### config.mk
export PLATFORM = sky130hd
export DESIGN_NAME = stream_rr_arbiter
export DESIGN_NICKNAME = d
export VERILOG_FILES = /design/src/rtl/stream_rr_arbiter.sv
export SDC_FILE = /design/constraint.sdc
export NUM_CORES = 1
export LEC_CHECK = 0
export ABC_AREA = 1
export ABC_CLOCK_PERIOD_IN_PS = 3540
export CELL_PAD_IN_SITES_DETAIL_PLACEMENT = 1
export CELL_PAD_IN_SITES_GLOBAL_PLACEMENT = 2
export CORE_MARGIN = 4
export CORE_UTILIZATION = 23
export CTS_BUF_LIST = sky130_fd_sc_hd__clkbuf_4 sky130_fd_sc_hd__clkbuf_8 sky130_fd_sc_hd__clkbuf_16
export DETAILED_ROUTE_END_ITERATION = 8
export PLACE_DENSITY_LB_ADDON = 0.1
export SLEW_MARGIN = 30
export SYNTH_ARGS = -nofsm -noshare
export SYNTH_HDL_FRONTEND = slang
export SYNTH_SLANG_ARGS = --single-unit
### constraint.sdc
create_clock -name clk -period 3.54 [get_ports clk]
set_clock_uncertainty 0.15 [all_clocks]
set_input_delay 0.708 -clock clk [delete_from_list [all_inputs] [get_ports clk]]
set_output_delay 0.708 -clock clk [all_outputs]
set_load 0.03 [all_outputs]
### src/rtl/stream_rr_arbiter.sv
// Packet-granular round-robin arbiter: N valid/ready sources share one sink
// through a fully registered output stage.
module stream_rr_arbiter #(
  parameter  int DW = 8,
  parameter  int N  = 4,
  localparam int IW = $clog2(N)
) (
  input  logic            clk,
  input  logic            rst,
  input  logic [N-1:0]    s_vld,
  input  logic [N*DW-1:0] s_dat,
  input  logic [N-1:0]    s_lst,
  output logic [N-1:0]    s_rdy,
  output logic            m_vld,
  output logic [DW-1:0]   m_dat,
  output logic            m_lst,
  input  logic            m_rdy,
  output logic [N-1:0]    gnt,
  output logic            busy
);

  typedef enum logic {
    IDLE = 1'b0,
    LOCK = 1'b1
  } state_t;

  state_t        state_q, state_d;
  logic [IW-1:0] ptr_q, ptr_d;
  logic [IW-1:0] sel_q, sel_d;
  logic [N-1:0]  gnt_q, gnt_d;
  logic          m_vld_q, m_vld_d;
  logic [DW-1:0] m_dat_q, m_dat_d;
  logic          m_lst_q, m_lst_d;

  logic          req_found;
  logic [IW-1:0] req_idx;
  logic          src_xfer;

  // First requester strictly after ptr, wrapping modulo N.
  always_comb begin
    req_found = 1'b0;
    req_idx   = '0;
    for (int i = 1; i <= N; i++) begin
      if (!req_found && s_vld[(int'(ptr_q) + i) % N]) begin
        req_found = 1'b1;
        req_idx   = IW'((int'(ptr_q) + i) % N);
      end
    end
  end

  always_comb begin
    s_rdy = '0;
    if (state_q == LOCK) s_rdy[sel_q] = ~m_vld_q | m_rdy;
  end

  assign src_xfer = (state_q == LOCK) && s_vld[sel_q] && s_rdy[sel_q];

  always_comb begin
    state_d = state_q;
    ptr_d   = ptr_q;
    sel_d   = sel_q;
    gnt_d   = gnt_q;
    m_vld_d = m_vld_q;
    m_dat_d = m_dat_q;
    m_lst_d = m_lst_q;

    case (state_q)
      IDLE: begin
        if (req_found) begin
          sel_d   = req_idx;
          gnt_d   = {{(N-1){1'b0}}, 1'b1} << req_idx;
          state_d = LOCK;
        end
      end
      LOCK: begin
        if (src_xfer && s_lst[sel_q]) begin
          ptr_d   = sel_q;
          gnt_d   = '0;
          state_d = IDLE;
        end
      end
      default: state_d = IDLE;
    endcase

    // Output stage only reloads when the sink has taken (or never held) a beat.
    if (src_xfer) begin
      m_vld_d = 1'b1;
      m_dat_d = s_dat[int'(sel_q)*DW +: DW];
      m_lst_d = s_lst[sel_q];
    end else if (m_rdy) begin
      m_vld_d = 1'b0;
    end
  end

  always_ff @(posedge clk or posedge rst) begin
    if (rst) begin
      state_q <= IDLE;
      ptr_q   <= IW'(N-1);
      sel_q   <= '0;
      gnt_q   <= '0;
      m_vld_q <= 1'b0;
      m_dat_q <= '0;
      m_lst_q <= 1'b0;
    end else begin
      state_q <= state_d;
      ptr_q   <= ptr_d;
      sel_q   <= sel_d;
      gnt_q   <= gnt_d;
      m_vld_q <= m_vld_d;
      m_dat_q <= m_dat_d;
      m_lst_q <= m_lst_d;
    end
  end

  assign m_vld = m_vld_q;
  assign m_dat = m_dat_q;
  assign m_lst = m_lst_q;
  assign gnt   = gnt_q;
  assign busy  = (state_q == LOCK);

endmodule

## After elaboration in Yosys (flattened, before gate mapping)

Index checks and enable logic that the tools add are counted.

- Output and inout port bits: 19
- Logic and storage cells: 84
- Flip-flop bits (word level): 19
- Bits of input ports: 43

- Shift-type cells: 2
- Reductions and logical operators: 18
- $add $sub $neg: 4
- $lt $le $gt $ge: 6
- Muxes and demuxes: 37
- Bitwise logic cells: 8
- Equal/unequal tests: 2

Operators with widths:

| cell | count |
|---|---|
| $shiftx A32 B6 Y8 | 1 |
| $mux W1 | 20 |
| $lt A3 B4 Y1 const B | 4 |
| $bmux W1 S2 | 7 |
| $mux W4 | 3 |
| $mux W2 | 4 |
| $pmux W4 S2 | 1 |
| $reduce_or A2 Y1 | 4 |
| $logic_and A1 B1 Y1 | 7 |
| $reduce_and A2 Y1 | 3 |
| $add A2 B1 Y2 const B | 2 |
| $add A2 B2 Y2 const B | 2 |
| $and A1 B1 Y1 const A | 4 |
| $and A4 B4 Y4 | 1 |
| $shl A1 B2 Y4 const A | 1 |
| $logic_not A1 Y1 | 3 |
| $lt A2 B3 Y1 const B | 1 |
| $demux W1 S2 | 1 |
| $ge A2 B1 Y1 const B | 1 |
| $ne A2 B1 Y1 const B | 1 |
| $ne A2 B2 Y1 const B | 1 |
| $not A1 Y1 | 2 |
| $pmux W1 S2 | 1 |
| $reduce_bool A2 Y1 | 1 |
| $or A1 B1 Y1 | 1 |

## Longest topological paths before layout

Gate-level depths: netlist (run 1).

- Depth in word-level cells: 19
- Mapped depth: 13
- Depth with buffers taken out: 12

## Worst setup path before layout (run 1)

OpenSTA, ideal clock, no wires.

- Kind: input port to output port
- From: input port m_rdy
- To: output port s_rdy[0]
- Data required time: 2.682 ns
- Path slack: 1.219 ns
- Arrival time: 1.463 ns
- Path buffers: 0
- Stages on the path: 2
- Cells stage by stage: nor2_1 nor3_1

- Cells in the longest elaborated chain, start to end: 3

Ends and longest elaborated chain:

| element | line | RTL |
|---|---|---|
| start, declared | 17 | `input logic m_rdy,` |
| $or A1 B1 Y1 | 53 | `if (state_q == LOCK) s_rdy[sel_q] = ~m_vld_q \| m_rdy;` |
| $and A4 B4 Y4 (no line) | -- |  |
| $mux W4 | 53 |  |
| end, declared | 13 | `output logic [N-1:0] s_rdy,` |

No other way between the ends.

## Final worst setup path (run 1)

- From: register sel_q[0]
- To: output port s_rdy[2]

- Cells in the longest elaborated chain, start to end: 6
- Elaborated cells on any way between the ends: 7
- Classes of those cells: order compare (2); mux (3); bitwise (1); reduce/logical (1)

Ends and longest elaborated chain:

| element | line | RTL |
|---|---|---|
| start, declared | 29 | `logic [IW-1:0] sel_q, sel_d;` |
| start signal, assigned | 107 | `sel_q <= sel_d;` |
| $lt A2 B3 Y1 (not written as such) or $ge A2 B1 Y1 (tied branches) | 53 |  |
| $logic_and A1 B1 Y1 (not written as such) | 53 |  |
| $mux W1 (not written as such) | 53 |  |
| $demux W1 S2 (*) | 53 |  |
| $and A4 B4 Y4 (no line) (*) | -- |  |
| $mux W4 (*) | 53 |  |

Mark *: on every way between the ends. The rest lies on a longest branch, timed or not.

==> results of run 1 <==
report_power, final:
part / switching (mW) / leakage, nW / internal, mW
clock network: 0.0710 / 0.0262 / 0.0876
registers: 0.150 / 0.234 / 0.320
logic: 0.775 / 0.736 / 0.467
total: 0.996 / 0.997 / 0.875
critical path: stages (launching register included):
cell,delay [ns]
dfrtp_1,0.66
inv_2,0.29
nand2_1,0.15
nor3_1,0.21
clkdlybuf4s50_1,0.70
state kept, by name, summed over array words and instances, names as in the netlist:
signal	cells
m_dat	8
gnt	4
ptr_q	2
sel_q	2
busy	1
m_lst	1
m_vld	1
metrics by stage:
step                area, sq um  util [%]  total power, mW  setup slack (ns)  hold WS [ns]
CTS                        2138     35.90            1.914            0.3968        0.3359
floorplan                  1423         -            1.320             1.219        0.4487
finish                     2138     35.90            1.871            0.4102        0.3304
global route               2138     35.90            2.061            0.2641        0.3590
detailed placement         2090     35.08            1.745            0.5480        0.3168
global placement           2090     35.08            1.740            0.5831        0.3114
metal layers:
metal  share of wire (%)  wire [um]
met5                   0          0
met2                  53       2574
met4                 1.1         53
met1                  41       1986
met3                 4.5        215
worst max path at each step:
stage / start / end / slack (ns) / depth (start not counted)
final: sel_q[0] / s_rdy[2] / 0.41 / 4
after global routing: sel_q[0] / s_rdy[2] / 0.26 / 4
after CTS: sel_q[0] / s_rdy[2] / 0.40 / 4
after detailed placement: m_rdy / s_rdy[0] / 0.55 / 4
after global placement: m_rdy / s_rdy[0] / 0.58 / 4
after floorplan: m_rdy / s_rdy[0] / 1.22 / 2
final cells by class:
class                           count  area (sq um)  area share (%)
Tap cell                           75         93.84           4.389
Timing Repair Buffer               63         625.6           29.26
Sequential cell                    19         478.0           22.35
Multi-Input combinational cell    158         809.5           37.86
Clock buffer                        4         48.80           2.282
Inverter                           20         82.58           3.862
cell families (layout without fill, tap and decap cells):
kind of cell           Yosys count  after routing  share of synthesized area [%]
DFF                             19             19                          33.60
and+or+nand+nor                147            147                          51.19
buffers and inverters           28             87                          9.499
AOI/OAI and AO/OA               11             11                          5.716
cells in the mapped netlist:
| library cell | number | area [sq um] |
|---|---|---|
| o211ai_2 | 1 | 12.51 |
| buf_6 | 2 | 22.52 |
| dfrtp_1 | 17 | 425.4 |
| o22ai_1 | 2 | 12.51 |
| inv_8 | 1 | 11.26 |
| buf_4 | 1 | 7.510 |
| a21boi_0 | 1 | 7.510 |
| nand4_1 | 10 | 62.56 |
| o21bai_4 | 1 | 18.77 |
| nand2_1 | 71 | 266.5 |
| a21oi_1 | 2 | 10.01 |
| nor2_8 | 1 | 20.02 |
| inv_2 | 5 | 18.77 |
| o21ai_0 | 1 | 5.000 |
| o21ai_1 | 3 | 15.01 |
| buf_2 | 3 | 15.01 |
| nand3_1 | 38 | 190.2 |
| inv_1 | 14 | 52.55 |
| buf_1 | 2 | 7.510 |
| nand3_2 | 1 | 10.01 |
| nand4_2 | 1 | 12.51 |
| nor3_1 | 4 | 20.02 |
| nand2_4 | 6 | 67.56 |
| dfstp_2 | 2 | 52.55 |
| nor2_2 | 1 | 6.260 |
| nor2_1 | 6 | 22.52 |
| nand2_2 | 8 | 50.05 |
==> results by group, run 1 <==
Outcome
  • Status: completed

Layout
  • Nets: 308
  • Fillers: 751
  • Non-filler cells, final: 339
  • Share of cells above drive strength 1: 12.88%
  • Area growth syn-to-layout: 50.31%
  • Most frequent cells in the layout: nand2_1, clkdlybuf4s50_1, nand3_1
  • Diodes inserted: 0
  • Most common cell after layout, fill and taps aside: nand2_1

Route
  • DR vias/cell: 4.590
  • Wire per inst: 14.25 um
  • DRC Markers: 0
  • Overall routed net length: 4830 um
  • Initial DRC Count: 30
  • Total number of vias: 1556
  • 1st-pass router iterations: 4
  • Routed Antenna Nets: 0

Clocking
  • H-tree depth: 1
  • Clock slew at reported path FFs: 0.07 ns
  • PostCTS Resize Cnt: 0
  • CTS Hold Bufs: 0
  • Clock Tree Root: clkbuf_8
  • Cts bufs inserted: 3
  • Post-CTS setup buffers: 0
  • CTS tree: yes
  • Clock buffer depth: 2
  • Latest clock arrival within the worst-skew pair: 0.25 ns
  • Clock Sinks: 19

Global routing
  • GRT Residual Overflow: 0
  • M3 GR Usage: 2.567%
  • Number of global-route vias before repair: 1711
  • Pin count of the biggest net entering global routing: 23
  • Initial antenna violation count: 0
  • GRT Total Usage: 13.83%
  • Met2 GRT Util: 26.36%
  • Gr busiest metal: met2
  • M1 GR Usage: 16.02%
  • Global-route wire length before repair: 8273 um

Placement
  • Hpwl dp: 3916 um
  • Inst Count DP: 335
  • Number of port buffers: 61
  • Placer congestion estimate: 0.7687

Power
  • PwrDens: 875.0 mW/mm^2
  • Reported leakage power: 0.9968 nW
  • Peak supply drop: 0.0004665 V

Worst setup path
  • Worst r2r src: sel_q[1]
  • R2R Setup Slk: 1.19 ns
  • CP Launch Type: flop
  • Max FO, Critical Path: 22
  • Worst reg2reg path depth: 10
  • Req. time, crit path: 2.68 ns
  • Kind of critical path: flop to output pin
  • Crit end category: output pin
  • Worst EP arrival: 2.27 ns
  • R2r endpoint: m_dat[7]

Synth
  • Distinct cells, synth: 27
  • Synthesized area: 0.001423 sq mm
  • Seq/Total Area, Yosys: 33.60%
  • Yosys reg bits: 19
  • Synth warn: 0
  • Net Count, Synth: 248
  • Synthesized area per cell: 6.940 sq um
  • Post-Synthesis Cells: 205

Min path
  • Hold crit path type: flop to flop
  • WHS Endpoint: m_lst
  • Worst Hold Depth: 2
  • Source of the worst hold timing path: m_lst

Floorplan
  • Core area: 0.005956 sq mm
  • Die Y-Extent: 86.65 um
  • Chip width: 86.65 um
  • Rows: 28
  • Initial Util: 23.89%
  • DIE AREA: 0.007507 sq mm
  • Ports: 62

Timing
  • Hold Fails Final Rpt: 0
  • Setup_tns: 0 ns
  • Final number of max-transition violations: 0
  • Final Cycle Share: 88.41%
  • Min Tclk post-route: 3.130 ns
  • Max Clock Freq: 319.5 MHz
  • Slew @ Worst Pin: 0.7566 ns
  • Final setup fails: 0
  • Slew headroom: 49.56%
  • RSZ-0062 raised after global routing: no

Run
  • Max-cap violations: 0
Note: power is estimated with default switching activity, not from simulation.
==> inputs of run 2 (changes only) <==
- GPL_ROUTABILITY_DRIVEN: not set -> 0
- GPL_TIMING_DRIVEN: not set -> 0
- SETUP_SLACK_MARGIN: not set -> 0.4
==> run 2 against run 1 <==
Effect of this change: largest power group unchanged; wire length up 0.52%; critical endpoint is now s_rdy[0]; fmax up 4.6%; via count up 2.4%; core utilization up 0.59 points; critical path type is now input port to output pin; hold slack worse by 0.0033 ns; non-clock buffer count up 6; highest routed layer unchanged; global-route usage down 0.11 points; sequential cell count unchanged.
==> results by group, run 2 (synthesis results as in run 1) <==
Floorplan
  • Chip width: 86.65 um
  • Ports: 62
  • Die Y-Extent: 86.65 um
  • Initial Util: 23.89%
  • DIE AREA: 0.007507 sq mm
  • Rows: 28
  • Core area: 0.005956 sq mm

Clocking
  • Clock buffer depth: 2
  • Latest clock arrival within the worst-skew pair: 0.25 ns
  • Cts bufs inserted: 3
  • Clock slew at reported path FFs: 0.07 ns
  • Post-CTS setup buffers: 0
  • H-tree depth: 1
  • PostCTS Resize Cnt: 0
  • CTS tree: yes
  • Clock Tree Root: clkbuf_8
  • CTS Hold Bufs: 0
  • Clock Sinks: 19

Power
  • Total chip power: 1.904 mW
  • Reported leakage power: 1.018 nW
  • Peak supply drop: 0.0004356 V
  • Sw frac: 53.29%
  • Reg power frac: 20.2%
  • Clock network fraction of total power: 7.9%
  • Pint: 889.5 uW
  • Psw: 1.015 mW
  • Power share of the combinational group: 71.9%
  • PwrDens: 876.3 mW/mm^2

Worst setup path
  • CP Launch Type: input port
  • Crit end category: output pin
  • Max FO, Critical Path: 5
  • Worst r2r src: ptr_q[0]
  • R2r endpoint: gnt[0]
  • Worst EP arrival: 2.13 ns
  • Max incr delay on CP: 0.70 ns
  • Worst reg2reg path depth: 13
  • Most frequent CP cell: clkdlybuf4s50_1
  • R2R Setup Slk: 1.68 ns
  • Req. time, crit path: 2.68 ns
  • CP Launch Point: m_rdy
  • Critical Path End: s_rdy[0]
  • Slowest CP cell: clkdlybuf4s50_1
  • Kind of critical path: input port to output pin
  • Crit-path cells: clkdlybuf4s50_1, nor2_1, nor3_1, clkdlybuf4s50_1

Global routing
  • Initial antenna violation count: 0
  • Pin count of the biggest net entering global routing: 20
  • GRT Total Usage: 13.72%
  • Global-route wire length before repair: 8383 um
  • GRT Residual Overflow: 0
  • Number of global-route vias before repair: 1751

Timing
  • Final setup fails: 0
  • Final Cycle Share: 84.55%
  • Hold Fails Final Rpt: 0
  • Max Clock Freq: 334.1 MHz
  • RSZ-0062 raised after global routing: no
  • Hold Slack: 0.3271 ns
  • Slack of the critical path: 0.5471 ns
  • Min Tclk post-route: 2.993 ns
  • Slew @ Worst Pin: 0.7182 ns
  • Setup_tns: 0 ns
  • Final number of max-transition violations: 0
  • Slew headroom: 52.06%

Layout
  • Most common cell after layout, fill and taps aside: nand2_1
  • Share of cells above drive strength 1: 14.07%
  • Fillers: 768
  • Most frequent cells in the layout: nand2_1, clkdlybuf4s50_1, nand3_1
  • Diodes inserted: 0
  • Largest register FFs: 8
  • Nets: 314
  • Area growth syn-to-layout: 52.77%
  • Final Util: 36.49%
  • FF/Latch Area: 478.0 sq um
  • Area of the multi-input gates: 809.5 sq um

Route
  • Total number of vias: 1594
  • Routed Antenna Nets: 0
  • DRC Markers: 0
  • Wire per inst: 14.07 um
  • DR vias/cell: 4.620
  • Overall routed net length: 4855 um
  • 1st-pass router iterations: 4
  • Initial DRC Count: 30

Placement
  • Number of port buffers: 61
  • Setup slack at placement: 0.5378 ns
  • Hpwl dp: 3962 um

Outcome
  • Status: completed

Run
  • Max-cap violations: 0

Min path
  • Hold crit path type: flop to flop
-- run 2: cell count changes in the layout (fill, tap and decap cells not counted), sizes merged --
cell    change
clkbuf      -1
buf         +6
clkinv      +1
-- run 2: cell type report --
type,count,share of cell area (%)
Multi-Input combinational cell,158,37.25
Sequential cell,19,21.99
Clock inverter,1,0.2303
Buffer,8,2.418
Clock buffer,3,1.900
Timing Repair Buffer,61,28.09
Tap cell,75,4.318
Inverter,20,3.800
-- run 2: power groups by stage --
stage / clock [mW] / combinational [mW] / sequential, mW
after floorplan: 0 / 0.804 / 0.516
after CTS: 0.155 / 1.41 / 0.389
after detailed placement: 0 / 1.40 / 0.390
after global routing: 0.167 / 1.54 / 0.400
final: 0.150 / 1.37 / 0.385
after global placement: 0 / 1.39 / 0.390
-- run 2: stage by stage --
step	instances	instance area, sq um
floorplan	205	1423
global placement	341	2127
detailed placement	341	2127
CTS	345	2173
global route	345	2173
finish	345	2173
-- run 2: per-layer routing --
metal,routed length [um],global-route usage [%],vias to the layer above
li1,-,-,799
met5,0,0,-
met3,188,2.662,2
met4,8,1.275,0
met1,2014,16.62,762
met2,2643,25.80,31
-- run 2: how the worst min path moves through the flow --
stage,from,endpoint,slack (ns),cells past startpoint
after floorplan,ptr_q[1],ptr_q[1],0.45,3
after global placement,m_lst,m_lst,0.31,2
after detailed placement,m_lst,m_lst,0.31,2
after CTS,m_lst,m_lst,0.33,2
after global routing,m_dat[3],m_dat[3],0.37,2
final,m_lst,m_lst,0.33,2
-- run 2: worst max-delay path: cells and delay by family --
| family | cells | cell delay, ns |
|---|---|---|
| buffers and inverters | 2 | 1.16 |
| and+or+nand+nor | 2 | 0.28 |
